$ cat src/rtl/toggle_sched_pkg.sv
// Shared types and default sizing for the toggle-pulse scheduler.
package toggle_sched_pkg;

  localparam int unsigned DEF_N_REQ  = 4;
  localparam int unsigned DEF_DATA_W = 8;

  // Sequencer states of the scheduler.
  typedef enum logic [2:0] {
    ST_IDLE  = 3'd0,
    ST_CLR   = 3'd1,
    ST_PRIME = 3'd2,
    ST_SHIFT = 3'd3,
    ST_DRAIN = 3'd4,
    ST_DONE  = 3'd5
  } sched_state_t;

  // States of the shared toggle-pulse detector.
  typedef enum logic [1:0] {
    TP_IDLE = 2'd0,
    TP_S0   = 2'd1,
    TP_S1   = 2'd2
  } tp_state_t;

endpackage

$ cat src/rtl/toggle_pulse_fsm.sv
// Toggle-pulse detector: emits a registered one-cycle pulse on every
// other '1' seen on din, starting with the first one after idle.
module toggle_pulse_fsm
  import toggle_sched_pkg::*;
(
  input  logic clk,
  input  logic rst,
  input  logic din,
  output logic dout
);

  tp_state_t state, state_next;
  logic      dout_next;

  // State and registered pulse output.
  always_ff @(posedge clk) begin
    if (rst) begin
      state <= TP_IDLE;
      dout  <= 1'b0;
    end else begin
      state <= state_next;
      dout  <= dout_next;
    end
  end

  // Next-state and next-pulse decode.
  always_comb begin
    state_next = state;
    dout_next  = 1'b0;
    case (state)
      TP_IDLE: state_next = TP_S0;
      TP_S0: begin
        if (din) begin
          state_next = TP_S1;
          dout_next  = 1'b1;
        end
      end
      TP_S1: begin
        if (din) state_next = TP_S0;
      end
      default: state_next = TP_IDLE;
    endcase
  end

endmodule

$ cat src/rtl/toggle_pulse_scheduler.sv
// Round-robin scheduler that serializes one requester's word through a
// shared toggle-pulse detector and reports the pulse count.
module toggle_pulse_scheduler
  import toggle_sched_pkg::*;
#(
  parameter int unsigned N_REQ  = DEF_N_REQ,
  parameter int unsigned DATA_W = DEF_DATA_W,
  parameter int unsigned CNT_W  = $clog2(DATA_W + 1)
) (
  input  logic                      clk,
  input  logic                      rst,
  input  logic [N_REQ-1:0]          req,
  input  logic [N_REQ*DATA_W-1:0]   data,
  output logic [N_REQ-1:0]          gnt,
  output logic                      busy,
  output logic                      done,
  output logic [$clog2(N_REQ)-1:0]  done_id,
  output logic [CNT_W-1:0]          result
);

  localparam int unsigned IDX_W = $clog2(N_REQ);
  localparam int unsigned BIT_W = $clog2(DATA_W + 1);

  sched_state_t      state, state_next;
  logic [IDX_W-1:0]  last_grant, cur_idx, win_idx;
  logic              win_found;
  logic [DATA_W-1:0] shreg;
  logic [BIT_W-1:0]  bit_cnt;
  logic [CNT_W-1:0]  acc, result_q;
  logic              clr, sub_rst, din, dout;
  int unsigned       cand;

  assign sub_rst = rst | clr;

  toggle_pulse_fsm u_tp (
    .clk  (clk),
    .rst  (sub_rst),
    .din  (din),
    .dout (dout)
  );

  // Round-robin pick: first requester after the last granted one.
  always_comb begin
    win_found = 1'b0;
    win_idx   = '0;
    cand      = 0;
    for (int unsigned off = 1; off <= N_REQ; off++) begin
      cand = (32'(last_grant) + off) % N_REQ;
      if (!win_found && req[IDX_W'(cand)]) begin
        win_found = 1'b1;
        win_idx   = IDX_W'(cand);
      end
    end
  end

  // Sequencer state register.
  always_ff @(posedge clk) begin
    if (rst) state <= ST_IDLE;
    else     state <= state_next;
  end

  // Sequencer next-state and output decode.
  always_comb begin
    state_next = state;
    gnt        = '0;
    busy       = 1'b0;
    done       = 1'b0;
    done_id    = '0;
    result     = result_q;
    clr        = 1'b0;
    din        = 1'b0;
    case (state)
      ST_IDLE: begin
        if (win_found) state_next = ST_CLR;
      end
      ST_CLR: begin
        busy       = 1'b1;
        clr        = 1'b1;
        state_next = ST_PRIME;
      end
      ST_PRIME: begin
        busy       = 1'b1;
        state_next = ST_SHIFT;
      end
      ST_SHIFT: begin
        busy = 1'b1;
        din  = shreg[DATA_W-1];
        if (bit_cnt == BIT_W'(DATA_W - 1)) state_next = ST_DRAIN;
      end
      ST_DRAIN: begin
        busy       = 1'b1;
        state_next = ST_DONE;
      end
      ST_DONE: begin
        busy       = 1'b1;
        done       = 1'b1;
        done_id    = cur_idx;
        state_next = ST_IDLE;
      end
      default: begin
        result     = '0;
        state_next = ST_IDLE;
      end
    endcase
    if (busy) gnt[cur_idx] = 1'b1;
  end

  // Datapath: grant latch, shift register, bit counter, accumulator.
  // The result register is loaded on the DRAIN edge with the final sum so it
  // is valid throughout DONE and holds across the next transaction's CLR.
  always_ff @(posedge clk) begin
    if (rst) begin
      last_grant <= IDX_W'(N_REQ - 1);
      cur_idx    <= '0;
      shreg      <= '0;
      bit_cnt    <= '0;
      acc        <= '0;
      result_q   <= '0;
    end else begin
      case (state)
        ST_IDLE: begin
          if (win_found) begin
            last_grant <= win_idx;
            cur_idx    <= win_idx;
            shreg      <= data[win_idx*DATA_W +: DATA_W];
          end
        end
        ST_CLR: begin
          bit_cnt <= '0;
          acc     <= '0;
        end
        ST_SHIFT: begin
          shreg   <= shreg << 1;
          bit_cnt <= bit_cnt + BIT_W'(1);
          acc     <= acc + CNT_W'(dout);
        end
        ST_DRAIN: begin
          acc      <= acc + CNT_W'(dout);
          result_q <= acc + CNT_W'(dout);
        end
        ST_PRIME, ST_DONE: ;
        default: result_q <= '0;
      endcase
    end
  end

endmodule

$ cat config.mk
export PLATFORM = sky130hd
export DESIGN_NAME = toggle_pulse_scheduler
export DESIGN_NICKNAME = d
export VERILOG_FILES = /design/src/rtl/toggle_sched_pkg.sv /design/src/rtl/toggle_pulse_fsm.sv /design/src/rtl/toggle_pulse_scheduler.sv
export SDC_FILE = /design/constraint.sdc
export NUM_CORES = 1
export LEC_CHECK = 0
export ABC_AREA = 0
export CAP_MARGIN = 25
export CORE_UTILIZATION = 57
export DETAILED_ROUTE_END_ITERATION = 6
export DONT_BUFFER_PORTS = 1
export PLACE_DENSITY = 0.71
export SYNTH_ARGS = -nofsm -noshare
export SYNTH_HDL_FRONTEND = slang
export SYNTH_SLANG_ARGS = --single-unit
$ cat constraint.sdc
create_clock -name clk -period 1.4 [get_ports clk]
set_input_delay 0.14 -clock clk [delete_from_list [all_inputs] [get_ports clk]]
set_output_delay 0.14 -clock clk [all_outputs]
set_load 0.02 [all_outputs]
Word level (Yosys, flattened, before mapping)

Cells that the tools add are included.
W data, S select, Z words.

Output and inout bits: 12
Flip-flop bits (word level): 30
Input port bits: 38
Word-level logic and storage cells: 94

Equality and inequality tests: 12
Shifts and indexed selects: 1
Add/subtract/negate cells: 6
Reductions and logical operators: 21
Magnitude comparators: 6
Bitwise logic cells: 2
Mux-type cells: 37

Operators with widths:

| operator              | count |
|---|---|
| $shiftx A32 B6 Y8     | 1 |
| $pmux W4 S2           | 3 |
| $pmux W8 S2           | 1 |
| $lt A2 B3 Y1 const B  | 5 |
| $pmux W3 S5           | 1 |
| $mux W1               | 14 |
| $mux W2               | 7 |
| $reduce_or A5 Y1      | 2 |
| $bmux W1 S2           | 4 |
| $mux W4               | 2 |
| $mux W8               | 1 |
| $ne A2 B2 Y1 const B  | 4 |
| $reduce_and A2 Y1     | 4 |
| $eq A3 B2 Y1 const B  | 2 |
| $eq A3 B3 Y1 const B  | 2 |
| $mux W3               | 2 |
| $pmux W2 S3           | 1 |
| $reduce_bool A2 Y1    | 3 |
| $reduce_or A6 Y1      | 1 |
| $add A2 B1 Y2 const B | 2 |
| $add A2 B2 Y2 const B | 2 |
| $add A4 B1 Y4         | 1 |
| $add A4 B1 Y4 const B | 1 |
| $eq A4 B3 Y1 const B  | 1 |
| other kinds (12)      | 18 |

Logic depth before layout (Yosys ltp)

Depth in word-level cells: 16
Depth in mapped cells: 7
Mapped depth without buffers: 7

By module

A second synthesis with hierarchy kept.

Cells, all modules: 216
Area total of the unflattened synthesis: 1835.5 um2

Modules (own cells, without submodules):

| module                 | cells each | times used | area each (um2) |
|---|---|---|---|
| toggle_pulse_scheduler | 207        | 1          | 1734.2 |
| toggle_pulse_fsm       | 9          | 1          | 101.3 |

Worst setup path before layout

OpenSTA, ideal clock, no wires.

Path type: reg2out
Start point: reg state[2]
End point: out gnt[0]
Path slack: -0.572 ns
Stages on the path, launching flop included: 6
Required time: 1.260 ns
Path buffers: 2
Arrival time: 1.832 ns
Cells stage by stage: dfxtp_1 clkbuf_1 inv_2 clkbuf_1 a21boi_1 nor3b_1

Longest elaborated chain between the ends: 4

RTL lines:

| item                                 | RTL line                      | RTL |
|---|---|---|
| start: declaration                   | toggle_pulse_scheduler.sv:24  | `sched_state_t state, state_next;` |
| start signal: assignment             | toggle_pulse_scheduler.sv:59  | `else state <= state_next;` |
| $eq A3 B2 Y1 (tied with other cells) | toggle_pulse_scheduler.sv:72  | `case (state)` |
| $reduce_or A5 Y1 (no line) *         | --                            |  |
| $mux W1 *                            | toggle_pulse_scheduler.sv:72  |  |
| net busy                             | toggle_pulse_scheduler.sv:15  | `output logic busy,` |
| $mux W4 *                            | toggle_pulse_scheduler.sv:105 | `if (busy) gnt[cur_idx] = 1'b1;` |
| end: declaration                     | toggle_pulse_scheduler.sv:14  | `output logic [N_REQ-1:0] gnt,` |

Mark *: on every way through the listed nets, which the timed path passes. The rest lies on a longest branch.

Final worst setup path

Start point: reg state[1]
End point: out done_id[1]

Longest elaborated chain between the ends: 2

RTL lines:

| item             | RTL line                     | RTL |
|---|---|---|
| $eq A3 B3 Y1     | toggle_pulse_scheduler.sv:72 |  |
| $mux W2          | toggle_pulse_scheduler.sv:72 |  |
| end: declaration | toggle_pulse_scheduler.sv:17 | `output logic [$clog2(N_REQ)-1:0] done_id,` |

No other way between the ends.

==> metrics.json <==
{
  "run_status": {"value": "finished, violations left"},
  "failed_checks": {"value": "setup timing"},
  "vertical_die_dimension": {"value": 60.4, "unit": "microns"},
  "cts.root.buffer_cell": {"value": "sky130_fd_sc_hd__clkbuf_4"},
  "floorplan.io_pins": {"value": 50},
  "die_area": {"value": 3650, "unit": "sq um"},
  "synth.yosys.seq_area_share": {"value": 30.9, "unit": "%"},
  "maxClockFrequency": {"value": 635, "unit": "MHz"},
  "multiInputGateArea": {"value": 1460, "unit": "sq um"},
  "crit_path_top_delay_cell": {"value": "sky130_fd_sc_hd__dfxtp_2"},
  "row_count": {"value": 20},
  "tritoncts": {"value": "built"},
  "postRouteAntennaNets": {"value": 0},
  "clk_transition_reported_paths": {"value": 0.10, "unit": "ns"},
  "synth_compound_area_share": {"value": 27.8, "unit": "%"},
  "syn_area": {"value": 1940, "unit": "sq um"},
  "dominantRegCellSynth": {"value": "sky130_fd_sc_hd__dfxtp_1"},
  "core": {"value": 3150, "unit": "sq um"},
  "vias": {"value": 2035},
  "p_per_area": {"value": 863, "unit": "nW/um^2"},
  "synth-seq-cells": {"value": 30},
  "setup_viol_count_final": {"value": 25},
  "timing.hold.worst_endpoint": {"value": "shreg[7]"},
  "cp_num_buf_inv": {"value": 3},
  "postLayoutSetupSlackWorst": {"value": -0.174, "unit": "ns"},
  "crit_required": {"value": 1.26, "unit": "ns"},
  "cts_inserted_buffers": {"value": 5},
  "routed_via_density": {"value": 6.38},
  "fin_worst_hold_slack": {"value": 0.0149, "unit": "ns"},
  "leakage_power_summed_over_all_cells": {"value": 1.02, "unit": "nW"},
  "post_synth_adder_cell_area": {"value": 1.93, "unit": "%"},
  "tightestPinTransition": {"value": 0.921, "unit": "ns"},
  "skew": {"value": 0.0121, "unit": "ns"},
  "synthesis.yosys.warnings": {"value": 0},
  "drc": {"value": 0},
  "worstPathArrival": {"value": 1.43, "unit": "ns"},
  "hold_class": {"value": "primary input to flip-flop"},
  "gp_congestion": {"value": 0.837},
  "storage_cell_area": {"value": 616, "unit": "sq um"},
  "tritoncts_num_sinks": {"value": 30},
  "clock_latency": {"value": 0.34, "unit": "ns"},
  "synth_nets": {"value": 284},
  "global_route.usage.total": {"value": 28.8, "unit": "%"},
  "layout_common_cells": {"value": "sky130_fd_sc_hd__buf_4, sky130_fd_sc_hd__nor2_1, sky130_fd_sc_hd__dfxtp_1"},
  "synth_simple_gate_area_share": {"value": 26.4, "unit": "%"},
  "regToRegSetupSlack": {"value": -0.14, "unit": "ns"},
  "yosys-mux-area-fraction": {"value": 6.18, "unit": "%"},
  "synthCells": {"value": 243},
  "maxCapViolCount": {"value": 0},
  "buffer_ports.inserted": {"value": 0},
  "post-dp-hpwl": {"value": 3440, "unit": "microns"},
  "number_of_enable_flip_flop_cells_after_synthesis": {"value": 0},
  "dpl.cell_count": {"value": 299},
  "irDropWorstVdd": {"value": 0.570, "unit": "mV"},
  "slew_headroom": {"value": 38.6, "unit": "%"},
  "crit_top_cell": {"value": "sky130_fd_sc_hd__buf_4"},
  "dp_slack": {"value": -0.0759, "unit": "ns"},
  "slew_viol_final": {"value": 0},
  "post_synth_cell_types": {"value": 56},
  "layoutNonFillerInstCount": {"value": 319},
  "initial_antenna_violation_count": {"value": 0},
  "grt_setup_unrepaired": {"value": "yes"},
  "cp_cell_sequence": {"value": "buf_6, buf_4, buf_4, nor2_4, and2_4"},
  "flow.area_growth_from_synthesis": {"value": 32.4, "unit": "%"},
  "crit_type": {"value": "flip-flop to output pin"},
  "leftover_overflow_at_the_end_of_global_routing": {"value": 0},
  "layout_commonest_cell": {"value": "sky130_fd_sc_hd__buf_4"},
  "first_pass_grt_wire_length": {"value": 7710, "unit": "microns"},
  "syn_avg_cell_area": {"value": 8.00, "unit": "sq um"},
  "first_global_vias": {"value": 1741},
  "critical_path_peak_fanout": {"value": 10},
  "stdcell_area": {"value": 2570, "unit": "sq um"},
  "grt_max_degree": {"value": 24},
  "ctsLongestPathBuffers": {"value": 2},
  "final-hold-violation-count": {"value": 0},
  "num-nets-final": {"value": 315},
  "worst_path_dominant_cell_family": {"value": "buffers and inverters"},
  "post_synth_xor_area_fraction": {"value": 0.901, "unit": "%"},
  "num-fill-cells": {"value": 200},
  "worst-path-stages": {"value": 5},
  "finalCriticalPeriod": {"value": 1.57, "unit": "ns"},
  "critPathMaxStageDelay": {"value": 0.37, "unit": "ns"},
  "routedWlPerCell": {"value": 17.3, "unit": "microns"},
  "post_dp_cell_area": {"value": 2170, "unit": "sq um"},
  "endpoint_kind": {"value": "output pin"},
  "largest_family_of_logic_cells_by_synthesized_area": {"value": "compound AO/OA/AOI/OAI gates"},
  "floorplan.initialDensity": {"value": 61.7, "unit": "%"},
  "share_of_layout_cells_above_drive_strength_1": {"value": 37.8, "unit": "%"},
  "drt_iter0_drc": {"value": 157},
  "diodes": {"value": 0},
  "ff2ff_path_depth": {"value": 7},
  "min_from": {"value": "data[15]"},
  "timing.rr.start": {"value": "state[1]"},
  "synth-async-reset-ratio": {"value": 0, "unit": "%"},
  "drt_wl_total": {"value": 5520, "unit": "microns"},
  "clock_tree.htree_level_count": {"value": 2},
  "rr_endpoint": {"value": "acc[0]"},
  "totalNegativeSetupSlack": {"value": -2.39, "unit": "ns"},
  "start_kind": {"value": "flip-flop"},
  "drt-pass1-iter-count": {"value": 5},
  "die_width": {"value": 60.4, "unit": "microns"},
  "finalCritPeriodShare": {"value": 112, "unit": "%"},
  "cp-startpoint": {"value": "state[1]"},
  "worst_hold_path.num_cells": {"value": 2}
}
[logic make-up after synthesis]
logic type	after synthesis
AO/OA/AOI/OAI	74
XOR/XNOR	2
adder cells (fa/ha/maj)	3
buffers and inverters	24
flip-flops	30
multiplexers	12
AND/OR/NAND/NOR	98
[cell type report]
| class | instances | area share [%] |
|---|---|---|
| clock inverters | 1 | 0.194 |
| well taps | 44 | 2.14 |
| flip-flops and latches | 30 | 23.9 |
| multi-input cells | 190 | 56.7 |
| inverters | 8 | 1.26 |
| repair buffers | 39 | 13.7 |
| clock buffers | 7 | 2.14 |
[through the flow]
stage	utilization, %	power (W)
detailed placement	68.9	0.00154
global placement	68.9	0.00151
global route	81.6	0.00232
floorplan	-	0.00140
finish	81.6	0.00222
CTS	75.7	0.00214
[what timing repair did]
action,in CTS,in global routing
setup endpoints to repair,29,36
gates cloned,0,1
pin swaps,6,11
hold buffers,1,0
setup buffers,8,4
endpoints found under the hold margin,24,0
resized for setup,31,38
[synth_stat cells (all sizes together), types with 3 or more instances]
master / n / area (sq um)
a21oi: 13 / 65.1
a21boi: 11 / 82.6
buf: 8 / 55.1
dfxtp: 30 / 601
clkbuf: 8 / 30.0
a22oi: 8 / 60.1
ha: 3 / 37.5
o21ai: 8 / 43.8
mux2i: 12 / 120
nor2: 30 / 115
a31oi: 3 / 33.8
nand2b: 4 / 25.0
o221ai: 4 / 35.0
and2: 7 / 43.8
inv: 8 / 30.0
nand2: 27 / 109
nor2b: 3 / 18.8
o32ai: 3 / 26.3
nor3b: 5 / 63.8
nand3: 8 / 40.0
nor3: 6 / 35.0
a211oi: 6 / 45.0
[registers in the layout (all words and copies together) (netlist names)]
register / count
u_tp.state: 2
state: 3
cur_idx: 2
u_tp.dout: 1
shreg: 8
acc: 4
result_q: 4
last_grant: 2
bit_cnt: 4
[worst max-delay path by stage]
stage	to
2_1_floorplan	shreg[7]
3_3_place_gp	shreg[4]
3_5_place_dp	shreg[6]
4_1_cts	gnt[0]
5_1_grt	gnt[0]
6_report	done_id[1]
[layer usage]
layer  global-route usage, %  vias to the layer above  share of wire (%)
li1                        -                      945                  -
met1                    35.6                      982                 42
met2                    49.0                       89                 50
met3                    7.04                       19                5.5
met4                    9.30                        0                2.7
met5                       0                        -                  0
[worst register-to-register path: stages, from the launching register on]
cell and delay (ns):
sky130_fd_sc_hd__dfxtp_2 0.40, sky130_fd_sc_hd__buf_6 0.13, sky130_fd_sc_hd__buf_4 0.12, sky130_fd_sc_hd__buf_4 0.15
sky130_fd_sc_hd__nor3_2 0.06, sky130_fd_sc_hd__buf_4 0.14, sky130_fd_sc_hd__a222oi_1 0.33, sky130_fd_sc_hd__nor2_1 0.07
[where the power goes]
part | switching (W) | total, W | leakage (nW) | internal, W
registers | 0.0000734 | 0.000989 | 0.248 | 0.000915
clock network | 0.000305 | 0.000548 | 0.0353 | 0.000243
logic | 0.000364 | 0.000686 | 0.741 | 0.000321
total | 0.000742 | 0.00222 | 1.02 | 0.00148
Power figures use the tool's default switching activity.
